--- config.mk ---
export PLATFORM = sky130hd
export DESIGN_NAME = multi_cycle_fsm
export DESIGN_NICKNAME = d
export VERILOG_FILES = /design/src/rtl/multi_cycle_fsm.sv
export SDC_FILE = /design/constraint.sdc
export NUM_CORES = 1
export LEC_CHECK = 0
export BUFFER_PORTS_ARGS = -buffer_cell sky130_fd_sc_hd__buf_2
export CAP_MARGIN = 20
export CORE_AREA = 8 8 80 82
export CTS_CLUSTER_DIAMETER = 80
export DETAILED_ROUTE_END_ITERATION = 7
export DIE_AREA = 0 0 88 90
export PLACE_DENSITY_LB_ADDON = 0.05
export SYNTH_ARGS = -nofsm -noshare
export SYNTH_HDL_FRONTEND = slang
export SYNTH_SLANG_ARGS = --single-unit
--- constraint.sdc ---
create_clock -name clk -period 2.35 [get_ports clk]
set_clock_uncertainty 0.15 [all_clocks]
set_input_delay 0.3525 -clock clk [delete_from_list [all_inputs] [get_ports clk]]
set_output_delay 0.3525 -clock clk [all_outputs]
set_load 0.02 [all_outputs]
--- src/rtl/multi_cycle_fsm.sv ---
// multi_cycle_fsm: phase sequencer for the multi-cycle MIPS core.
// Walks each instruction through IF/ID/EX/MEM/WB, drives the phase code
// for the control decoder, produces single-cycle commit strobes, waits on
// the memory ready handshakes and counts retired instructions.
module multi_cycle_fsm #(
  parameter int STATE_LEN = 3,
  parameter int CNT_W     = 32
) (
  input  logic                 clk,
  input  logic                 rst,
  input  logic [5:0]           opcode,
  input  logic                 imem_ready,
  input  logic                 dmem_ready,
  output logic [STATE_LEN-1:0] state,
  output logic                 imem_req,
  output logic                 ir_write,
  output logic                 pc_write,
  output logic                 pc_write_cond,
  output logic                 dmem_req,
  output logic                 wb_en,
  output logic                 illegal_instr,
  output logic                 instr_retired,
  output logic [CNT_W-1:0]     retired_count
);

  // Phase codes; 5..7 are never entered but fall back to IF if seen.
  typedef enum logic [2:0] {
    S_IF  = 3'd0,
    S_ID  = 3'd1,
    S_EX  = 3'd2,
    S_MEM = 3'd3,
    S_WB  = 3'd4
  } state_t;

  localparam logic [5:0] OP_R    = 6'b000000;
  localparam logic [5:0] OP_ADDI = 6'b001000;
  localparam logic [5:0] OP_ORI  = 6'b001101;
  localparam logic [5:0] OP_BEQ  = 6'b000100;
  localparam logic [5:0] OP_J    = 6'b000010;
  localparam logic [5:0] OP_LW   = 6'b100011;
  localparam logic [5:0] OP_SW   = 6'b101011;

  state_t           state_reg;
  state_t           state_next;
  logic [CNT_W-1:0] count_reg;
  logic             is_alu;
  logic             is_mem;
  logic             is_legal;

  // Opcode classes; R-type with any funct counts as an ALU op.
  assign is_alu   = (opcode == OP_R) || (opcode == OP_ADDI) || (opcode == OP_ORI);
  assign is_mem   = (opcode == OP_LW) || (opcode == OP_SW);
  assign is_legal = is_alu || is_mem || (opcode == OP_BEQ) || (opcode == OP_J);

  assign state         = STATE_LEN'(state_reg);
  assign retired_count = count_reg;

  // Phase register; reset abandons the in-flight instruction at once.
  always_ff @(posedge clk or posedge rst) begin
    if (rst) begin
      state_reg <= S_IF;
    end else begin
      state_reg <= state_next;
    end
  end

  // Retired-instruction counter, wraps naturally at 2^CNT_W.
  always_ff @(posedge clk or posedge rst) begin
    if (rst) begin
      count_reg <= '0;
    end else if (instr_retired) begin
      count_reg <= count_reg + CNT_W'(1);
    end
  end

  // Next-phase selection and phase-qualified strobes, all muted during reset.
  always_comb begin
    state_next    = S_IF;
    imem_req      = 1'b0;
    ir_write      = 1'b0;
    pc_write      = 1'b0;
    pc_write_cond = 1'b0;
    dmem_req      = 1'b0;
    wb_en         = 1'b0;
    illegal_instr = 1'b0;
    instr_retired = 1'b0;

    case (state_reg)
      S_IF: begin
        imem_req = 1'b1;
        if (imem_ready) begin
          ir_write   = 1'b1;
          pc_write   = 1'b1;
          state_next = S_ID;
        end else begin
          state_next = S_IF;
        end
      end
      S_ID: begin
        if (opcode == OP_J) begin
          pc_write      = 1'b1;
          instr_retired = 1'b1;
          state_next    = S_IF;
        end else if (!is_legal) begin
          // Acts as a nop: PC already advanced in IF, nothing retires.
          illegal_instr = 1'b1;
          state_next    = S_IF;
        end else begin
          state_next = S_EX;
        end
      end
      S_EX: begin
        if (opcode == OP_BEQ) begin
          pc_write_cond = 1'b1;
          instr_retired = 1'b1;
          state_next    = S_IF;
        end else if (is_mem) begin
          state_next = S_MEM;
        end else if (is_alu) begin
          state_next = S_WB;
        end else begin
          state_next = S_IF;
        end
      end
      S_MEM: begin
        dmem_req = 1'b1;
        if (dmem_ready) begin
          if (opcode == OP_SW) begin
            instr_retired = 1'b1;
            state_next    = S_IF;
          end else begin
            state_next = S_WB;
          end
        end else begin
          state_next = S_MEM;
        end
      end
      S_WB: begin
        wb_en         = 1'b1;
        instr_retired = 1'b1;
        state_next    = S_IF;
      end
      default: begin
        state_next = S_IF;
      end
    endcase

    if (rst) begin
      imem_req      = 1'b0;
      ir_write      = 1'b0;
      pc_write      = 1'b0;
      pc_write_cond = 1'b0;
      dmem_req      = 1'b0;
      wb_en         = 1'b0;
      illegal_instr = 1'b0;
      instr_retired = 1'b0;
    end
  end

endmodule

==> flow_summary.json <==
{
  "reg2reg_setup_slack_ps": 140,
  "synthArstFlopShare_pct": 100,
  "r2r_end": "retired_count[20]",
  "netlist.area_leader.share_pct": 44.0,
  "setup_viol": 0,
  "syn_nets": 199,
  "syn_area_um2": 1990,
  "worst-endpoint-arrival_ps": 1800,
  "ant_nets": 0,
  "die_w_um": 88,
  "worst_r2r_path_depth": 6,
  "endpoint_kind": "output pin",
  "power_density_nw_per_um2": 596,
  "fmax_mhz": 435,
  "first_global_vias": 1690,
  "routedWlPerCell_um": 15.0,
  "worst_slew_margin_rel_pct": 66.4,
  "tightest_slew_ps": 504,
  "cp_max_fo": 3,
  "synth.ff_latch_count": 35,
  "grt.total_usage_pct": 12.9,
  "routed_wl_um": 4970,
  "yosysWarnings": 0,
  "htreeDepth": 2,
  "nFillCells": 494,
  "layout.nets": 268,
  "drtIter0Drc": 48,
  "grt_overflow": 0,
  "final_area_um2": 2610,
  "outcome": "finished clean",
  "rsz0062_at_grt": "yes",
  "critical_path_class": "reg -> out",
  "place_area_um2": 2380,
  "port_buffers": 52,
  "num_antenna_cells": 0,
  "syn2layout_area_growth_pct": 30.9,
  "synth_edf_count": 0,
  "fin_crit_sh_pct": 97.8,
  "numCtsBuffers": 5,
  "ios": 53,
  "cp.required_ps": 1850,
  "fp.dieH_um": 90,
  "antenna_found_initial": 0,
  "power.leakage_nw": 1.42,
  "die-area_um2": 7920,
  "drc": 0,
  "vias_per_cell": 5.01,
  "clk_latency_ps": 280,
  "hold_viol_final": 0,
  "clk_pin_slew_ps": 70,
  "cts.sinks": 35,
  "largest_reg_flops": 32,
  "cts_tree": "done",
  "whs_ps": 57.2,
  "fin_crit_ps": 2300,
  "vias": 1652,
  "power.total_mw": 1.55,
  "drv_cap": 0,
  "layout-drive-gt1-share_pct": 39.1,
  "synth_area_leaders": "dfrtp_1 (44%), xor2_1 (11%), nor4_2 (6.3%)",
  "clock_path_buffers": 2,
  "grt_pass1_wl_um": 8310,
  "place.gp.congestion": 0.742,
  "mostFrequentLayoutCell": "buf_2",
  "yosys.area.top_type": "dfrtp_1",
  "postSynthCellCount": 188,
  "yosysSeqAreaShare_pct": 44.0,
  "dp_hpwl_um": 3400,
  "grt_start_max_net_pins": 36,
  "ys.flop_type": "dfrtp_1",
  "startpoint_type": "register",
  "start_util_pct": 38.0,
  "core_um2": 5240,
  "ys_types": 44,
  "r2r_start": "state[2]",
  "syn_avg_cell_area_um2": 10.6,
  "drv_slew": 0,
  "hold_path_class": "in -> async",
  "cts_root_buffer": "clkbuf_8",
  "ir_worst_vdd_mv": 0.481,
  "layout_common_cells": "buf_2 (51), dfrtp_1 (35), xor2_1 (25), nand2_1 (18), buf_4 (16)",
  "rows": 27,
  "firstDrtPassIters": 4
}
-- layer usage --
metal / GRT usage (%) / up-vias / wire (um)
met5: 0 / - / 0
met4: 3.01 / 0 / 46
met3: 4.00 / 6 / 253
met2: 20.3 / 39 / 2430
met1: 16.6 / 787 / 2240
li1: - / 820 / -
-- worst max-delay path by stage --
stage / startpoint / endpoint / slack, ps / cells past startpoint
floorplan: state[2] / retired_count[6] / 7 / 7
global placement: rst / instr_retired / 80 / 6
detailed placement: rst / instr_retired / 60 / 6
CTS: state[2] / instr_retired / 8 / 5
global route: state[2] / instr_retired / -5 / 5
finish: state[2] / instr_retired / 50 / 5
-- critical path, stage by stage (launching register included) --
cell      delay, ps
dfrtp_1         390
and4bb_2        300
or4b_4          470
and3_4          180
inv_2            70
buf_6           110
-- area by class of cell --
type / instances / area, um^2 / area share [%]
Tap cell: 72 / 90.1 / 3.46
Clock buffer: 8 / 100 / 3.84
Multi-Input combinational cell: 141 / 1120 / 43.1
Inverter: 5 / 18.8 / 0.720
Timing Repair Buffer: 69 / 398 / 15.3
Sequential cell: 35 / 876 / 33.6
-- report_power, final --
| group | switching, mW | internal, mW | leakage (nW) |
|---|---|---|---|
| combinational | 0.228 | 0.170 | 0.885 |
| clock | 0.211 | 0.268 | 0.0515 |
| sequential | 0.0425 | 0.636 | 0.480 |
-- cell usage after synthesis (2+ instances only) --
| cell type | number |
|---|---|
| dfrtp_1 | 35 |
| xor2_1 | 25 |
| nand2_1 | 18 |
| nand3_1 | 11 |
| nor4_2 | 10 |
| nand4_1 | 8 |
| nor3_1 | 8 |
| nor3_2 | 6 |
| xnor2_1 | 6 |
| nor2_1 | 5 |
| and3_1 | 4 |
| inv_1 | 4 |
| and4_1 | 3 |
| buf_6 | 3 |
| nor3b_1 | 3 |
| nor4_1 | 3 |
| a21oi_1 | 2 |
| buf_2 | 2 |
| clkbuf_1 | 2 |
| mux2i_1 | 2 |
| nand3b_1 | 2 |
| nor2b_1 | 2 |
| nor4b_2 | 2 |
| nor4bb_1 | 2 |
-- stage by stage --
stage,worst slack [ps],cells,utilization (%),setup TNS [ps]
floorplan,6.54,188,-,0
global placement,78.4,316,45.4,0
detailed placement,62.5,316,45.4,0
CTS,7.91,328,48.1,0
global route,-5.46,330,49.8,-5.46
finish,51.8,330,49.8,0
-- cell families (layout without fill, tap and decap cells) --
group	count (synthesis)	in the layout	share of synthesized area [%]
simple gates	96	97	33.4
flops	35	35	44.0
xor+xnor	31	31	13.6
buf+inv	13	82	3.71
compound gates	10	10	3.58
mux	2	2	1.01
fa+ha+maj	1	1	0.628
-- what timing repair did --
item                                   in CTS  in global routing
endpoints found under the hold margin       0                  0
pin swaps                                   0                  2
gates resized for setup                     3                 10
setup endpoints to repair                   1                 13
hold buffers                                0                  0
cloned                                      1                  0
buffers inserted                            3                  2
(Power assumes the default switching activity.)
